$ cat src/rtl/mc_pkg.sv
// mc_pkg: shared encodings for the multi-cycle control sequencer.
// States, instruction classes, opcode/funct constants and the datapath
// control encodings (ALUOp, RegDst, MemToReg, ExtOp).
package mc_pkg;

  localparam logic [2:0] ST_FETCH  = 3'd0;
  localparam logic [2:0] ST_DECODE = 3'd1;
  localparam logic [2:0] ST_EXE    = 3'd2;
  localparam logic [2:0] ST_MEM    = 3'd3;
  localparam logic [2:0] ST_WB     = 3'd4;

  localparam logic [5:0] OP_RTYPE  = 6'b000000;
  localparam logic [5:0] OP_REGIMM = 6'b000001;
  localparam logic [5:0] OP_J      = 6'b000010;
  localparam logic [5:0] OP_JAL    = 6'b000011;
  localparam logic [5:0] OP_BEQ    = 6'b000100;
  localparam logic [5:0] OP_BNE    = 6'b000101;
  localparam logic [5:0] OP_BLEZ   = 6'b000110;
  localparam logic [5:0] OP_BGTZ   = 6'b000111;
  localparam logic [5:0] OP_ORI    = 6'b001101;
  localparam logic [5:0] OP_LUI    = 6'b001111;
  localparam logic [5:0] OP_LW     = 6'b100011;
  localparam logic [5:0] OP_SW     = 6'b101011;

  localparam logic [5:0] FN_JR     = 6'b001000;
  localparam logic [5:0] FN_JALR   = 6'b001001;
  localparam logic [5:0] FN_ADDU   = 6'b100001;
  localparam logic [5:0] FN_SUBU   = 6'b100011;
  localparam logic [5:0] FN_SLT    = 6'b101010;

  localparam logic [4:0] RT_BLTZ   = 5'b00000;
  localparam logic [4:0] RT_BGEZ   = 5'b00001;

  localparam logic [2:0] ALU_ADD   = 3'b000;
  localparam logic [2:0] ALU_SUB   = 3'b001;
  localparam logic [2:0] ALU_OR    = 3'b010;
  localparam logic [2:0] ALU_SLT   = 3'b011;
  localparam logic [2:0] ALU_FUNCT = 3'b100;
  localparam logic [2:0] ALU_LUI   = 3'b101;

  localparam logic [1:0] RD_RT     = 2'b00;
  localparam logic [1:0] RD_RD     = 2'b01;
  localparam logic [1:0] RD_RA     = 2'b10;

  localparam logic [1:0] M2R_ALU   = 2'b00;
  localparam logic [1:0] M2R_MEM   = 2'b01;
  localparam logic [1:0] M2R_PC4   = 2'b10;

  localparam logic [1:0] EXT_ZERO  = 2'b00;
  localparam logic [1:0] EXT_SIGN  = 2'b01;

  typedef enum logic [3:0] {
    CLS_ILL   = 4'd0,
    CLS_ALU_R = 4'd1,
    CLS_ALU_I = 4'd2,
    CLS_LW    = 4'd3,
    CLS_SW    = 4'd4,
    CLS_BR    = 4'd5,
    CLS_JR    = 4'd6,
    CLS_J     = 4'd7,
    CLS_JAL   = 4'd8
  } cls_e;

  // Decoded instruction: class, link flag (jalr) and the held ALU/Ext fields.
  typedef struct packed {
    cls_e       cls;
    logic       link;
    logic       alu_src;
    logic [2:0] alu_op;
    logic [1:0] ext_op;
  } dec_t;

  localparam dec_t DEC_NONE = '{cls: CLS_ILL, link: 1'b0, alu_src: 1'b0,
                                alu_op: ALU_ADD, ext_op: EXT_ZERO};

  // Classes whose last cycle is DECODE (PC written there).
  function automatic logic ends_in_decode(input cls_e c);
    return (c == CLS_J) || (c == CLS_JAL) || (c == CLS_ILL);
  endfunction

endpackage

$ cat src/rtl/mc_if.sv
// mc_if: IR fields and memory acknowledge in, datapath strobes out.
// slave = controller side, master = datapath/testbench side.
interface mc_if;
  logic [5:0] Op;
  logic [5:0] Funct;
  logic [4:0] Rt;
  logic       Ack;
  logic       MemReq;
  logic       MemWr;
  logic       IRWr;
  logic       PCWr;
  logic       Branch;
  logic       Jump;
  logic       RegWr;
  logic [1:0] RegDst;
  logic [1:0] MemToReg;
  logic       ALUSrc;
  logic [2:0] ALUOp;
  logic [1:0] ExtOp;
  logic [2:0] State;
  logic       InstrDone;
  logic       IllegalOp;

  modport slave (
    input  Op, Funct, Rt, Ack,
    output MemReq, MemWr, IRWr, PCWr, Branch, Jump, RegWr, RegDst, MemToReg,
           ALUSrc, ALUOp, ExtOp, State, InstrDone, IllegalOp
  );

  modport master (
    output Op, Funct, Rt, Ack,
    input  MemReq, MemWr, IRWr, PCWr, Branch, Jump, RegWr, RegDst, MemToReg,
           ALUSrc, ALUOp, ExtOp, State, InstrDone, IllegalOp
  );
endinterface

$ cat src/rtl/mc_decode.sv
// mc_decode: combinational Op/Funct/Rt -> instruction class plus the
// ALU operand/op and immediate-extension fields used from EXE onward.
module mc_decode
  import mc_pkg::*;
(
  input  logic [5:0] op,
  input  logic [5:0] funct,
  input  logic [4:0] rt,
  output dec_t       dec
);

  // Classify the instruction; anything unrecognised falls through to ILL.
  always_comb begin
    dec = DEC_NONE;
    case (op)
      OP_RTYPE: begin
        case (funct)
          FN_ADDU, FN_SUBU, FN_SLT: begin
            dec.cls    = CLS_ALU_R;
            dec.alu_op = ALU_FUNCT;
          end
          FN_JR:   dec.cls = CLS_JR;
          FN_JALR: begin
            dec.cls  = CLS_JR;
            dec.link = 1'b1;
          end
          default: dec.cls = CLS_ILL;
        endcase
      end
      OP_REGIMM: begin
        if ((rt == RT_BGEZ) || (rt == RT_BLTZ)) begin
          dec.cls    = CLS_BR;
          dec.alu_op = ALU_SUB;
          dec.ext_op = EXT_SIGN;
        end else begin
          dec.cls = CLS_ILL;
        end
      end
      OP_BEQ, OP_BNE, OP_BLEZ, OP_BGTZ: begin
        dec.cls    = CLS_BR;
        dec.alu_op = ALU_SUB;
        dec.ext_op = EXT_SIGN;
      end
      OP_ORI, OP_LUI: begin
        dec.cls     = CLS_ALU_I;
        dec.alu_src = 1'b1;
        dec.alu_op  = (op == OP_ORI) ? ALU_OR : ALU_LUI;
        dec.ext_op  = EXT_ZERO;
      end
      OP_LW, OP_SW: begin
        dec.cls     = (op == OP_LW) ? CLS_LW : CLS_SW;
        dec.alu_src = 1'b1;
        dec.alu_op  = ALU_ADD;
        dec.ext_op  = EXT_SIGN;
      end
      OP_J:    dec.cls = CLS_J;
      OP_JAL:  dec.cls = CLS_JAL;
      default: dec.cls = CLS_ILL;
    endcase
  end

endmodule

$ cat src/rtl/mc_ctrl.sv
// mc_ctrl: multi-cycle FETCH/DECODE/EXE/MEM/WB control sequencer.
// Optional feature: MC_CTRL_MEM_WAIT_EN makes FETCH and MEM wait for Ack.
// Outputs are combinational from the state and the class latched at
// DECODE (the live decode is used during DECODE itself), gated to 0
// while Reset is low.
module mc_ctrl
  import mc_pkg::*;
(
  input  logic Clk,
  input  logic Reset,
  mc_if.slave  bus
);

  logic [2:0] state_r;
  logic [2:0] state_nxt_s;
  dec_t       dec_s;
  dec_t       dec_r;
  dec_t       cur_s;
  logic       mem_ok_s;

  logic       mem_req_s, mem_wr_s, ir_wr_s, pc_wr_s, branch_s, jump_s, reg_wr_s;
  logic [1:0] reg_dst_s, mem_to_reg_s, ext_op_s;
  logic       alu_src_s, done_s, ill_s;
  logic [2:0] alu_op_s;

  mc_decode u_decode (
    .op    (bus.Op),
    .funct (bus.Funct),
    .rt    (bus.Rt),
    .dec   (dec_s)
  );

`ifdef MC_CTRL_MEM_WAIT_EN
  assign mem_ok_s = bus.Ack;
`else
  logic ack_unused_s;
  assign ack_unused_s = bus.Ack;
  assign mem_ok_s     = 1'b1;
`endif

  assign cur_s = (state_r == ST_DECODE) ? dec_s : dec_r;

  // Next-state selection from the current state and instruction class.
  always_comb begin
    state_nxt_s = ST_FETCH;
    case (state_r)
      ST_FETCH:  state_nxt_s = mem_ok_s ? ST_DECODE : ST_FETCH;
      ST_DECODE: state_nxt_s = ends_in_decode(cur_s.cls) ? ST_FETCH : ST_EXE;
      ST_EXE: begin
        case (cur_s.cls)
          CLS_BR, CLS_JR: state_nxt_s = ST_FETCH;
          CLS_LW, CLS_SW: state_nxt_s = ST_MEM;
          default:        state_nxt_s = ST_WB;
        endcase
      end
      ST_MEM: begin
        if (!mem_ok_s) begin
          state_nxt_s = ST_MEM;
        end else begin
          state_nxt_s = (cur_s.cls == CLS_SW) ? ST_FETCH : ST_WB;
        end
      end
      ST_WB:   state_nxt_s = ST_FETCH;
      default: state_nxt_s = ST_FETCH;
    endcase
  end

  // State register and class latch (captured on leaving DECODE).
  always_ff @(posedge Clk or negedge Reset) begin
    if (!Reset) begin
      state_r <= ST_FETCH;
      dec_r   <= DEC_NONE;
    end else begin
      state_r <= state_nxt_s;
      if (state_r == ST_DECODE) begin
        dec_r <= dec_s;
      end else begin
        dec_r <= dec_r;
      end
    end
  end

  // Per-state strobe decode; ALU controls held through EXE, MEM and WB.
  always_comb begin
    mem_req_s = 1'b0; mem_wr_s = 1'b0; ir_wr_s = 1'b0; pc_wr_s = 1'b0;
    branch_s = 1'b0; jump_s = 1'b0; reg_wr_s = 1'b0;
    reg_dst_s = RD_RT; mem_to_reg_s = M2R_ALU;
    alu_src_s = 1'b0; alu_op_s = ALU_ADD; ext_op_s = EXT_ZERO;
    done_s = 1'b0; ill_s = 1'b0;
    if ((state_r == ST_EXE) || (state_r == ST_MEM) || (state_r == ST_WB)) begin
      alu_src_s = cur_s.alu_src;
      alu_op_s  = cur_s.alu_op;
      ext_op_s  = cur_s.ext_op;
    end else begin
      alu_src_s = 1'b0;
    end
    case (state_r)
      ST_FETCH: begin
        mem_req_s = 1'b1;
        ir_wr_s   = mem_ok_s;
      end
      ST_DECODE: begin
        case (cur_s.cls)
          CLS_J: begin
            jump_s = 1'b1; pc_wr_s = 1'b1; done_s = 1'b1;
          end
          CLS_JAL: begin
            jump_s = 1'b1; pc_wr_s = 1'b1; done_s = 1'b1;
            reg_wr_s = 1'b1; reg_dst_s = RD_RA; mem_to_reg_s = M2R_PC4;
          end
          CLS_ILL: begin
            pc_wr_s = 1'b1; ill_s = 1'b1; done_s = 1'b1;
          end
          default: done_s = 1'b0;
        endcase
      end
      ST_EXE: begin
        case (cur_s.cls)
          CLS_BR: begin
            branch_s = 1'b1; pc_wr_s = 1'b1; done_s = 1'b1;
          end
          CLS_JR: begin
            jump_s = 1'b1; pc_wr_s = 1'b1; done_s = 1'b1;
            if (cur_s.link) begin
              reg_wr_s = 1'b1; reg_dst_s = RD_RD; mem_to_reg_s = M2R_PC4;
            end else begin
              reg_wr_s = 1'b0;
            end
          end
          default: done_s = 1'b0;
        endcase
      end
      ST_MEM: begin
        mem_req_s = 1'b1;
        if (cur_s.cls == CLS_SW) begin
          mem_wr_s = 1'b1; pc_wr_s = mem_ok_s; done_s = mem_ok_s;
        end else begin
          mem_wr_s = 1'b0;
        end
      end
      ST_WB: begin
        reg_wr_s = 1'b1; pc_wr_s = 1'b1; done_s = 1'b1;
        case (cur_s.cls)
          CLS_LW: begin
            mem_to_reg_s = M2R_MEM; reg_dst_s = RD_RT;
          end
          CLS_ALU_R: reg_dst_s = RD_RD;
          default:   reg_dst_s = RD_RT;
        endcase
      end
      default: done_s = 1'b0;
    endcase
  end

  assign bus.MemReq    = mem_req_s & Reset;
  assign bus.MemWr     = mem_wr_s & Reset;
  assign bus.IRWr      = ir_wr_s & Reset;
  assign bus.PCWr      = pc_wr_s & Reset;
  assign bus.Branch    = branch_s & Reset;
  assign bus.Jump      = jump_s & Reset;
  assign bus.RegWr     = reg_wr_s & Reset;
  assign bus.RegDst    = reg_dst_s & {2{Reset}};
  assign bus.MemToReg  = mem_to_reg_s & {2{Reset}};
  assign bus.ALUSrc    = alu_src_s & Reset;
  assign bus.ALUOp     = alu_op_s & {3{Reset}};
  assign bus.ExtOp     = ext_op_s & {2{Reset}};
  assign bus.State     = state_r & {3{Reset}};
  assign bus.InstrDone = done_s & Reset;
  assign bus.IllegalOp = ill_s & Reset;

endmodule
$ cat src/flat_wrapper.sv
// flat-port wrapper written by rule: the top's interface ports become plain ports
module mc_ctrl_flat import mc_pkg::*;
  (Clk, Reset, bus_Op, bus_Funct, bus_Rt, bus_Ack, bus_MemReq, bus_MemWr, bus_IRWr, bus_PCWr, bus_Branch, bus_Jump, bus_RegWr, bus_RegDst, bus_MemToReg, bus_ALUSrc, bus_ALUOp, bus_ExtOp, bus_State, bus_InstrDone, bus_IllegalOp);
  mc_if bus_i ();
  input  logic Clk;
  input  logic Reset;
  input wire logic [$bits(bus_i.Op)-1:0] bus_Op;
  input wire logic [$bits(bus_i.Funct)-1:0] bus_Funct;
  input wire logic [$bits(bus_i.Rt)-1:0] bus_Rt;
  input wire logic [$bits(bus_i.Ack)-1:0] bus_Ack;
  output wire logic [$bits(bus_i.MemReq)-1:0] bus_MemReq;
  output wire logic [$bits(bus_i.MemWr)-1:0] bus_MemWr;
  output wire logic [$bits(bus_i.IRWr)-1:0] bus_IRWr;
  output wire logic [$bits(bus_i.PCWr)-1:0] bus_PCWr;
  output wire logic [$bits(bus_i.Branch)-1:0] bus_Branch;
  output wire logic [$bits(bus_i.Jump)-1:0] bus_Jump;
  output wire logic [$bits(bus_i.RegWr)-1:0] bus_RegWr;
  output wire logic [$bits(bus_i.RegDst)-1:0] bus_RegDst;
  output wire logic [$bits(bus_i.MemToReg)-1:0] bus_MemToReg;
  output wire logic [$bits(bus_i.ALUSrc)-1:0] bus_ALUSrc;
  output wire logic [$bits(bus_i.ALUOp)-1:0] bus_ALUOp;
  output wire logic [$bits(bus_i.ExtOp)-1:0] bus_ExtOp;
  output wire logic [$bits(bus_i.State)-1:0] bus_State;
  output wire logic [$bits(bus_i.InstrDone)-1:0] bus_InstrDone;
  output wire logic [$bits(bus_i.IllegalOp)-1:0] bus_IllegalOp;
  assign bus_i.Op = bus_Op;
  assign bus_i.Funct = bus_Funct;
  assign bus_i.Rt = bus_Rt;
  assign bus_i.Ack = bus_Ack;
  assign bus_MemReq = bus_i.MemReq;
  assign bus_MemWr = bus_i.MemWr;
  assign bus_IRWr = bus_i.IRWr;
  assign bus_PCWr = bus_i.PCWr;
  assign bus_Branch = bus_i.Branch;
  assign bus_Jump = bus_i.Jump;
  assign bus_RegWr = bus_i.RegWr;
  assign bus_RegDst = bus_i.RegDst;
  assign bus_MemToReg = bus_i.MemToReg;
  assign bus_ALUSrc = bus_i.ALUSrc;
  assign bus_ALUOp = bus_i.ALUOp;
  assign bus_ExtOp = bus_i.ExtOp;
  assign bus_State = bus_i.State;
  assign bus_InstrDone = bus_i.InstrDone;
  assign bus_IllegalOp = bus_i.IllegalOp;
  mc_ctrl u_core (.Clk(Clk), .Reset(Reset), .bus(bus_i));
endmodule
$ cat config.mk
export PLATFORM = sky130hd
export DESIGN_NAME = mc_ctrl_flat
export DESIGN_NICKNAME = d
export VERILOG_FILES = /design/src/rtl/mc_pkg.sv /design/src/rtl/mc_if.sv /design/src/rtl/mc_decode.sv /design/src/rtl/mc_ctrl.sv /design/src/flat_wrapper.sv
export SDC_FILE = /design/constraint.sdc
export NUM_CORES = 1
export LEC_CHECK = 0
export BUFFER_PORTS_ARGS = -buffer_cell sky130_fd_sc_hd__buf_2
export CAP_MARGIN = 30
export CORE_MARGIN = 2
export CORE_UTILIZATION = 40
export CTS_CLUSTER_DIAMETER = 150
export DETAILED_ROUTE_END_ITERATION = 7
export PLACE_DENSITY = 0.73
export SLEW_MARGIN = 20
export SYNTH_ARGS = -nofsm -noshare
export SYNTH_HDL_FRONTEND = slang
export SYNTH_SLANG_ARGS = --single-unit
$ cat constraint.sdc
create_clock -name Clk -period 2.5 [get_ports Clk]
set_input_delay 0.25 -clock Clk [delete_from_list [all_inputs] [get_ports Clk]]
set_output_delay 0.25 -clock Clk [all_outputs]
set_load 0.01 [all_outputs]
==> metrics.md, run 1 <==
| Metric | Value |
|---|---|
| Final Critical Period | 2690 ps |
| Detailed-route DRC error count | 0 |
| Register area share after synthesis | 28.4% |
| Crit-path max FO | 6 |
| Clock transition at the registers of the reported paths | 90 ps |
| Initial antenna violation count | 0 |
| Layout cells sized above 1 | 42.3% |
| Status | complete, but fails checks |
| H-tree depth | 1 |
| I/O pin count | 42 |
| Utilization after layout | 58.8% |
| Hold_sp | bus_Funct[0] |
| Rel. slew slack | 71.7% |
| TritonCTS clock tree | yes |
| Worst Reg-to-Reg Cells | 8 |
| Clock insertion delay at the later pin of the skew report | 280 ps |
| GRT met1 Usage | 27.2% |
| Maxcap violations | 0 |
| Final hold slack | 257 ps |
| Synthesized instance count | 160 |
| Failing checks | negative setup slack |
| GRT overflow | 0 |
| Post-synth top flop | dfrtp_1 |
| WP data required | 2250 ps |
| RSZ-0062 raised after global routing | true |
| Die Y-Extent | 59.5 µm |
| Top post-synthesis cells by area | dfrtp_1 (28%), nor2_1 (6.1%), nand2_1 (4.3%) |
| WHS Endpoint | u_core.dec_r[6] |
| Total Power | 1620 µW |
| Max Root-Sink Buffers | 2 |
| Synth Register Bits | 14 |
| I/O Buffers | 39 |
| Clk root buf | clkbuf_4 |
| Setup tns final | -637 ps |
| Setup clock skew after layout | 6.80 ps |
| Top cell type's share of synthesized area | 28.4% |
| Reg area | 350 µm² |
| Cell Area, Synth | 1230 µm² |
| Hold depth | 3 |
| WL final | 3.47 mm |
| Layout Area Growth over Synthesis | 43.2% |
| Ys async rst share | 100% |
| PwrDens | 917 nW/µm² |
| Startpoint types | flip-flop |
| Cell variety after synth | 50 |
| Final Hold Vio Count | 0 |
| GRT Max-Usage Layer | met2 |
| R2r startpoint | u_core.state_r[1] |
| Synth warn | 0 |
| LEAKAGE | 0.000900 µW |
| Die Wd | 59.5 µm |
| Core area | 3000 µm² |
| Fillcell total | 272 |
| Syn nets | 180 |
| R2r setup slk | 450 ps |
| CTS sink cnt | 14 |
| Fmax | 371 MHz |
| # setup viols final | 6 |
| Initial core utilization | 41.1% |
| Final #Nets | 243 |
| DP Worst Slack | -29.0 ps |
| First-pass GRT wire length | 5.53 mm |
| Largest net degree at the start of global routing | 17 |
| Worst-Margin Slew | 420 ps |
| Multi-input logic area | 903 µm² |
| Met2 Use GR | 33.1% |
| N_diodes | 0 |
| Routability cong. | 0.816 |
| Setup ws final | -194 ps |
| Routed len/inst | 13.6 µm |
| 1st-iter DRT viols | 61 |
| CP Data Arrival Time | 2440 ps |
| Critical path class | reg -> out |
| Drt first pass iters | 4 |
| Max-slew violation count | 0 |
| Vias | 1,423 |
| CP Capture Type | output port |
| Peak VDD IR | 0.000529 V |
| Final ANT Viol Nets | 0 |
| Post-synth EDFFs | 0 |
| Final HPWL DP | 2.54 mm |
| Num rows | 20 |
| Synth area leader | dfrtp_1 |
| Period utilisation layout | 108% |
| Hold WC Path Type | in -> reg |
| FF-to-FF End | u_core.state_r[2] |
| Commonest non-fill, non-tap cell in the layout | buf_2 |
| Most frequent cells in the layout | buf_2 (37), buf_4 (25), nor2_1 (18), dfrtp_1 (14), nand2_1 (13) |
| DR vias/cell | 5.58 |
| Met3 Resource Use GR | 4.59% |
| Full die area | 3540 µm² |
| CTS Buf Count | 3 |
| Vias in the first global route | 1,274 |
| GRT Util Overall | 20.0% |
| Post-synthesis area per instance | 7.71 µm² |
-- critical path: stages (launching register included) --
cell and delay [ps]:
dfrtp_1 420, or3b_4 460, buf_4 160, a21o_4 220, xnor2_2 180, nor3_2 70, or4_4 530, buf_6 140
-- kinds of logic (layout without fill, tap and decap cells) --
| logic type | Yosys count | count (layout) | share of synthesized area (%) |
|---|---|---|---|
| AOI/OAI and AO/OA | 38 | 38 | 22.0 |
| xor gates and xnor gates | 4 | 4 | 3.45 |
| buffers and inverters | 16 | 77 | 7.71 |
| DFF | 14 | 14 | 28.4 |
| and+or+nand+nor | 88 | 89 | 38.4 |
-- per-stage QoR --
step,area (µm²),instances
final,1770,255
after global routing,1770,255
after CTS,1670,252
after detailed placement,1590,245
after global placement,1590,245
after floorplan,1260,160
-- final cells by class --
type | instances | share of cell area [%]
clock buffers | 4 | 2.05
inverters | 8 | 1.70
multi-input cells | 131 | 51.1
flip-flops and latches | 14 | 19.8
well taps | 33 | 2.34
repair buffers | 65 | 22.9
-- per-layer routing --
layer,routed length (µm),vias up
met5,0,-
met4,16,0
met3,140,2
met2,1700,24
met1,1620,684
li1,-,713
-- synthesized netlist by cell type, drive strengths merged (2+ instances only) --
master and instances:
and3b 2, and2 3, o211ai 3, nor2 20, o21ai 7, a31oi 7
inv 8, clkbuf 2, dfrtp 14, o22ai 3, nand3 6, nor2b 7
xnor2 3, nand4 2, nor4 2, nand2 14, or3 2, buf 6
a211oi 2, and3 7, nor3 10, a21oi 6, a21o 2, nand2b 3
or2 2
-- worst max path at each step --
| stage | start | to | slack (ps) |
|---|---|---|---|
| detailed placement | bus_Op[2] | bus_InstrDone | -30 |
| floorplan | u_core.state_r[1] | bus_PCWr | 5 |
| finish | u_core.state_r[1] | bus_PCWr | -190 |
| global route | u_core.state_r[1] | bus_RegWr | -280 |
| CTS | u_core.state_r[1] | bus_InstrDone | -250 |
| global placement | bus_Op[2] | bus_PCWr | -20 |
-- power breakdown --
part	switching (µW)	internal [µW]
registers	40.9	292
clock network	76.0	88.7
logic	607	516
total	724	896
-- sequential cells by signal, indices dropped and copies added, names as in the netlist --
signal	cells
u_core.dec_r	11
u_core.state_r	3
-- repair_timing --
action	in CTS	in global routing
pin swaps	1	2
endpoints found under the setup margin	6	10
endpoints found under the hold margin	8	0
hold buffers	1	0
gates cloned	0	1
resized for setup	7	16
setup buffers	2	3
Power figures use the tool's default switching activity.
==> run 2, diff against run 1 <==
PLACE_DENSITY = 0.74   (was 0.73)
==> run 2 against run 1 <==
  * The flow still finishes with violations (negative setup slack)
  * Non-clock buffer count grew 5
  * Sequential power fell by 2%
  * Worst hold slack lost 24 ps
  * Wire length rose by 4.2%
  * Die area unchanged
  * Global-route usage is 0.86 points higher
  * Clock-buffer cell count unchanged
  * Clock power is 4% higher
  * Critical path type unchanged
  * Critical endpoint is now bus_RegDst[0]
  * Largest cell class unchanged
  * Largest power group unchanged
==> metrics.md, run 2 (synthesis gave the netlist of run 1 again) <==
| Metric | Value |
|---|---|
| Max reg flops | 11 |
| Fmax | 363 MHz |
| Final hold slack | 234 ps |
| Initial core utilization | 41.1% |
| Routed len/inst | 14.0 µm |
| 1st-iter DRT viols | 94 |
| # setup viols final | 5 |
| PwrDens | 904 nW/µm² |
| Clock insertion delay at the later pin of the skew report | 300 ps |
| Startpoint types | flip-flop |
| Failing checks | negative setup slack |
| Crit-path max FO | 6 |
| Commonest non-fill, non-tap cell in the layout | buf_2 |
| GRT overflow | 0 |
| Max Root-Sink Buffers | 2 |
| Final ANT Viol Nets | 0 |
| Peak VDD IR | 0.000405 V |
| Layout Area Growth over Synthesis | 45.3% |
| Final #Nets | 247 |
| DP Worst Slack | -37.2 ps |
| Die Y-Extent | 59.5 µm |
| Vias in the first global route | 1,311 |
| Full die area | 3540 µm² |
| Num rows | 20 |
| Critical path class | reg -> out |
| Final HPWL DP | 2.61 mm |
| Detailed-route DRC error count | 0 |
| CTS sink cnt | 14 |
| Final Hold Vio Count | 0 |
| Top flop regs | u_core.dec_r (11), u_core.state_r (3) |
| Top reg by flops | u_core.dec_r |
| GRT Util Overall | 20.9% |
| DR vias/cell | 5.62 |
| TritonCTS clock tree | yes |
| Rel. slew slack | 73.1% |
| Status | complete, but fails checks |
| N_diodes | 0 |
| Clk root buf | clkbuf_4 |
| Setup tns final | -1100 ps |
| Die Wd | 59.5 µm |
| Non-Filler Instances | 259 |
| Vias | 1,455 |
| Initial antenna violation count | 0 |
| Worst-Margin Slew | 399 ps |
| Core area | 3000 µm² |
| Most frequent cells in the layout | buf_2 (39), buf_4 (27), nor2_1 (17), dfrtp_1 (14), nand2_1 (13) |
| Largest net degree at the start of global routing | 21 |
| Drt first pass iters | 4 |
| Period utilisation layout | 110% |
| First-pass GRT wire length | 5.65 mm |
| Final Critical Period | 2760 ps |
| Routability cong. | 0.829 |
| LEAKAGE | 0.000922 µW |
| H-tree depth | 1 |
| Hold WC Path Type | in -> reg |
| Post-Place Cells | 249 |
| Setup clock skew after layout | 4.45 ps |
| I/O Buffers | 39 |
| WL final | 3.62 mm |
| CTS Buf Count | 3 |
| Setup ws final | -258 ps |
| Utilization after layout | 59.7% |
| CP Data Arrival Time | 2510 ps |
| Layout cells sized above 1 | 44.2% |
| Max-slew violation count | 0 |
| Maxcap violations | 0 |
| RSZ-0062 raised after global routing | true |
| CP Capture Type | output port |
| Fillcell total | 273 |
| Clock transition at the registers of the reported paths | 90 ps |
| I/O pin count | 42 |
| WP data required | 2250 ps |
## run 2: repair_timing
action,in CTS,in global routing
resized for setup,9,13
cloned,0,1
setup endpoints to repair,8,10
setup buffers,1,3
endpoints found under the hold margin,6,0
pin swaps,3,3
hold buffers,1,0
## run 2: through the flow
stage	power, µW	instance area [µm²]
2_1_floorplan	1010	1260
5_1_grt	1730	1790
3_3_place_gp	1260	1620
4_1_cts	1510	1720
3_5_place_dp	1270	1620
6_report	1620	1790
## run 2: final cells by class
class	instances	area (µm²)	area share [%]
Multi-Input combinational cell	130	893	49.8
Timing Repair Buffer	70	442	24.6
Clock buffer	4	36.3	2.02
Inverter	8	30.0	1.67
Tap cell	33	41.3	2.30
Sequential cell	14	350	19.5
## run 2: report_power, final
part	leakage, µW	internal (µW)	switching (µW)
combinational	0.000714	506	617
clock	0.0000210	89.0	83.0
sequential	0.000187	292	35.3
total	0.000922	887	735
## run 2: layer usage
metal / vias to the layer above / wire, µm / global-route usage, % / part of all wire, %
li1: 715 / - / - / -
met1: 671 / 1570 / 25.4 / 43
met2: 59 / 1730 / 35.3 / 48
met3: 10 / 232 / 5.02 / 6.4
met4: 0 / 94 / 7.94 / 2.6
met5: - / 0 / 0 / 0
## run 2: worst paths after layout
check / start / cells past startpoint / slack [ps] / to
max: u_core.state_r[1] / 8 / -260 / bus_RegDst[0]
min: bus_Funct[0] / 3 / 230 / u_core.dec_r[6]
max reg2reg: u_core.state_r[1] / 7 / 430 / u_core.state_r[2]
min reg2reg: u_core.dec_r[1] / 1 / 490 / u_core.dec_r[1]
max in group asynchronous: Reset / 3 / 1670 / u_core.dec_r[4]
min in group asynchronous: Reset / 2 / 370 / u_core.dec_r[10]
## run 2: worst max-delay path, stage by stage, from the launching register on
cell and delay (ps):
dfrtp_1 390, or3b_4 410, buf_6 150, nand2_2 80, or4b_4 480, nor4_4 310
buf_4 170, o211a_1 120, buf_2 120
==> run 3, diff against run 2 <==
CORE_UTILIZATION = 43   (was 40)
PLACE_DENSITY = 0.78   (was 0.74)
==> run 3 against run 2 <==
  * The flow still finishes with violations (negative setup slack)
  * Worst setup slack improved by 4.5 ps
  * Worst hold slack improved by 0.76 ps
  * Via count rose by 3.8%
  * Power rose by 5.6%
  * Highest routed layer unchanged
  * Cell area rose by 2.3%
  * Cell count fell by 0.39%
  * Clock skew fell by 2.8 ps
  * Clock power barely moved
  * Maximum frequency rose by 0.16%
==> metrics.md, run 3 (synthesis gave the netlist of run 1 again) <==
| Metric | Value |
|---|---|
| Die Y-Extent | 57.6 µm |
| PwrDens | 933 nW/µm² |
| # setup viols final | 6 |
| Core area | 2730 µm² |
| Status | complete, but fails checks |
| Failing checks | negative setup slack |
| TritonCTS clock tree | yes |
| Setup clock skew after layout | 1.61 ps |
| Slowest cell delay on critical path | 530 ps |
| Initial core utilization | 45.1% |
| R2r setup slk | 390 ps |
| Final #Nets | 248 |
| Detailed-route DRC error count | 0 |
| Worst Reg-to-Reg Cells | 8 |
| Crit path top cell by count | buf_6 |
| Fillcell total | 223 |
| WHS Endpoint | u_core.dec_r[6] |
| Final ANT Viol Nets | 0 |
| Non-Filler Instances | 258 |
| Hold_sp | bus_Funct[0] |
| Max Root-Sink Buffers | 2 |
| Commonest non-fill, non-tap cell in the layout | buf_2 |
| Multi-input logic area | 932 µm² |
| R2r startpoint | u_core.state_r[2] |
| N_diodes | 0 |
| Vias in the first global route | 1,311 |
| Num rows | 19 |
| Hold WC Path Type | in -> reg |
| Clk root buf | clkbuf_4 |
| Max reg flops | 11 |
| Largest net degree at the start of global routing | 19 |
| Startpoint types | flip-flop |
| Layout cells sized above 1 | 45.4% |
| Final Critical Period | 2750 ps |
| Maxcap violations | 0 |
| Period utilisation layout | 110% |
| GRT Util Overall | 21.4% |
| GRT overflow | 0 |
| 1st-iter DRT viols | 83 |
| Final HPWL DP | 2.59 mm |
| Final Hold Vio Count | 0 |
| I/O pin count | 42 |
| Worst-Margin Slew | 411 ps |
| CTS Buf Count | 3 |
| H-tree depth | 1 |
| Die Wd | 57.6 µm |
| Crit-path max FO | 7 |
| Final hold slack | 234 ps |
| Top Family by Delay on Critical Path | simple AND/OR/NAND/NOR gates |
| Critical path class | reg -> out |
| Hold depth | 3 |
| CP Buf/Inv Count | 2 |
| CP Cell Sequence | buf_6 -> nand2b_4 -> nor2_2 -> nand4_1 -> o211ai_2 -> xnor2_2 -> nor3_2 -> or4_4 -> buf_6 |
| Peak VDD IR | 0.000698 V |
| CTS sink cnt | 14 |
| Full die area | 3310 µm² |
| First-pass GRT wire length | 5.63 mm |
| Clock transition at the registers of the reported paths | 90 ps |
| FF-to-FF End | u_core.state_r[2] |
| LEAKAGE | 0.000931 µW |
| Reg area | 350 µm² |
| Clock insertion delay at the later pin of the skew report | 290 ps |
| DR vias/cell | 5.85 |
| Routed len/inst | 15.1 µm |
| Setup ws final | -253 ps |
| Max-slew violation count | 0 |
| Top flop regs | u_core.dec_r (11), u_core.state_r (3) |
| Slowest CP cell | or4_4 |
| WP data required | 2250 ps |
| Initial antenna violation count | 0 |
| Fmax | 363 MHz |
| Routability cong. | 0.951 |
| CP Capture Type | output port |
| Layout Area Growth over Synthesis | 48.7% |
| CP Data Arrival Time | 2500 ps |
| I/O Buffers | 39 |
| Vias | 1,510 |
| Post-Place Cells | 243 |
| Top reg by flops | u_core.dec_r |
| WL final | 3.88 mm |
| Most frequent cells in the layout | buf_2 (37), buf_4 (29), nor2_1 (19), dfrtp_1 (14), nand2_1 (13) |
| Rel. slew slack | 72.3% |
| RSZ-0062 raised after global routing | true |
| Drt first pass iters | 4 |
[run 3: through the flow]
step	area [µm²]	setup WS (ps)	util, %	setup TNS [ps]	total power, µW
after global placement	1590	-12.9	58.0	-25.7	1200
after CTS	1710	-236	62.7	-1060	1540
final	1830	-253	67.1	-1080	1710
after detailed placement	1590	-15.0	58.0	-29.9	1220
after global routing	1830	-299	67.1	-1470	1800
after floorplan	1260	4.99	-	0	1010
[run 3: routing by layer]
metal  vias up  GRT usage (%)  wire length [µm]
met5         -              0                 0
met2        67           37.5              1950
li1        724              -                 -
met3         8           4.76               303
met4         0           4.65                42
met1       711           26.9              1590
[run 3: layout make-up]
| cell class | instances | area share, % |
|---|---|---|
| multi-input combinational | 131 | 50.8 |
| timing repair buffer | 70 | 24.4 |
| sequential | 14 | 19.1 |
| tap | 31 | 2.11 |
| clock buffer | 4 | 1.98 |
| inverter | 8 | 1.64 |
[run 3: how the worst max path moves through the flow]
stage / endpoint / slack [ps] / startpoint / cells after the start
after detailed placement: bus_InstrDone / -20 / bus_Op[2] / 9
after global placement: bus_InstrDone / -10 / bus_Op[2] / 9
after global routing: bus_InstrDone / -300 / u_core.state_r[2] / 7
final: bus_PCWr / -250 / u_core.state_r[2] / 9
after floorplan: bus_PCWr / 5 / u_core.state_r[1] / 10
after CTS: bus_InstrDone / -240 / u_core.state_r[1] / 9
[run 3: timing repair]
action / CTS / global route
buffers inserted: 4 / 6
cloned: 0 / 1
gates resized for setup: 13 / 16
pin swaps: 1 / 8
hold buffers: 1 / 0
endpoints found under the hold margin: 3 / 0
setup endpoints to repair: 6 / 10
[run 3: tightest hold or removal path, delay by kind of cell]
family / cells / cell delay (ps)
AOI/OAI and AO/OA: 1 / 80
buffers and inverters: 2 / 170
[run 3: power breakdown]
part / switching [µW] / internal (µW) / leakage (µW)
Sequential: 43.3 / 292 / 0.000187
Combinational: 646 / 556 / 0.000723
Clock: 86.4 / 88.9 / 0.0000210
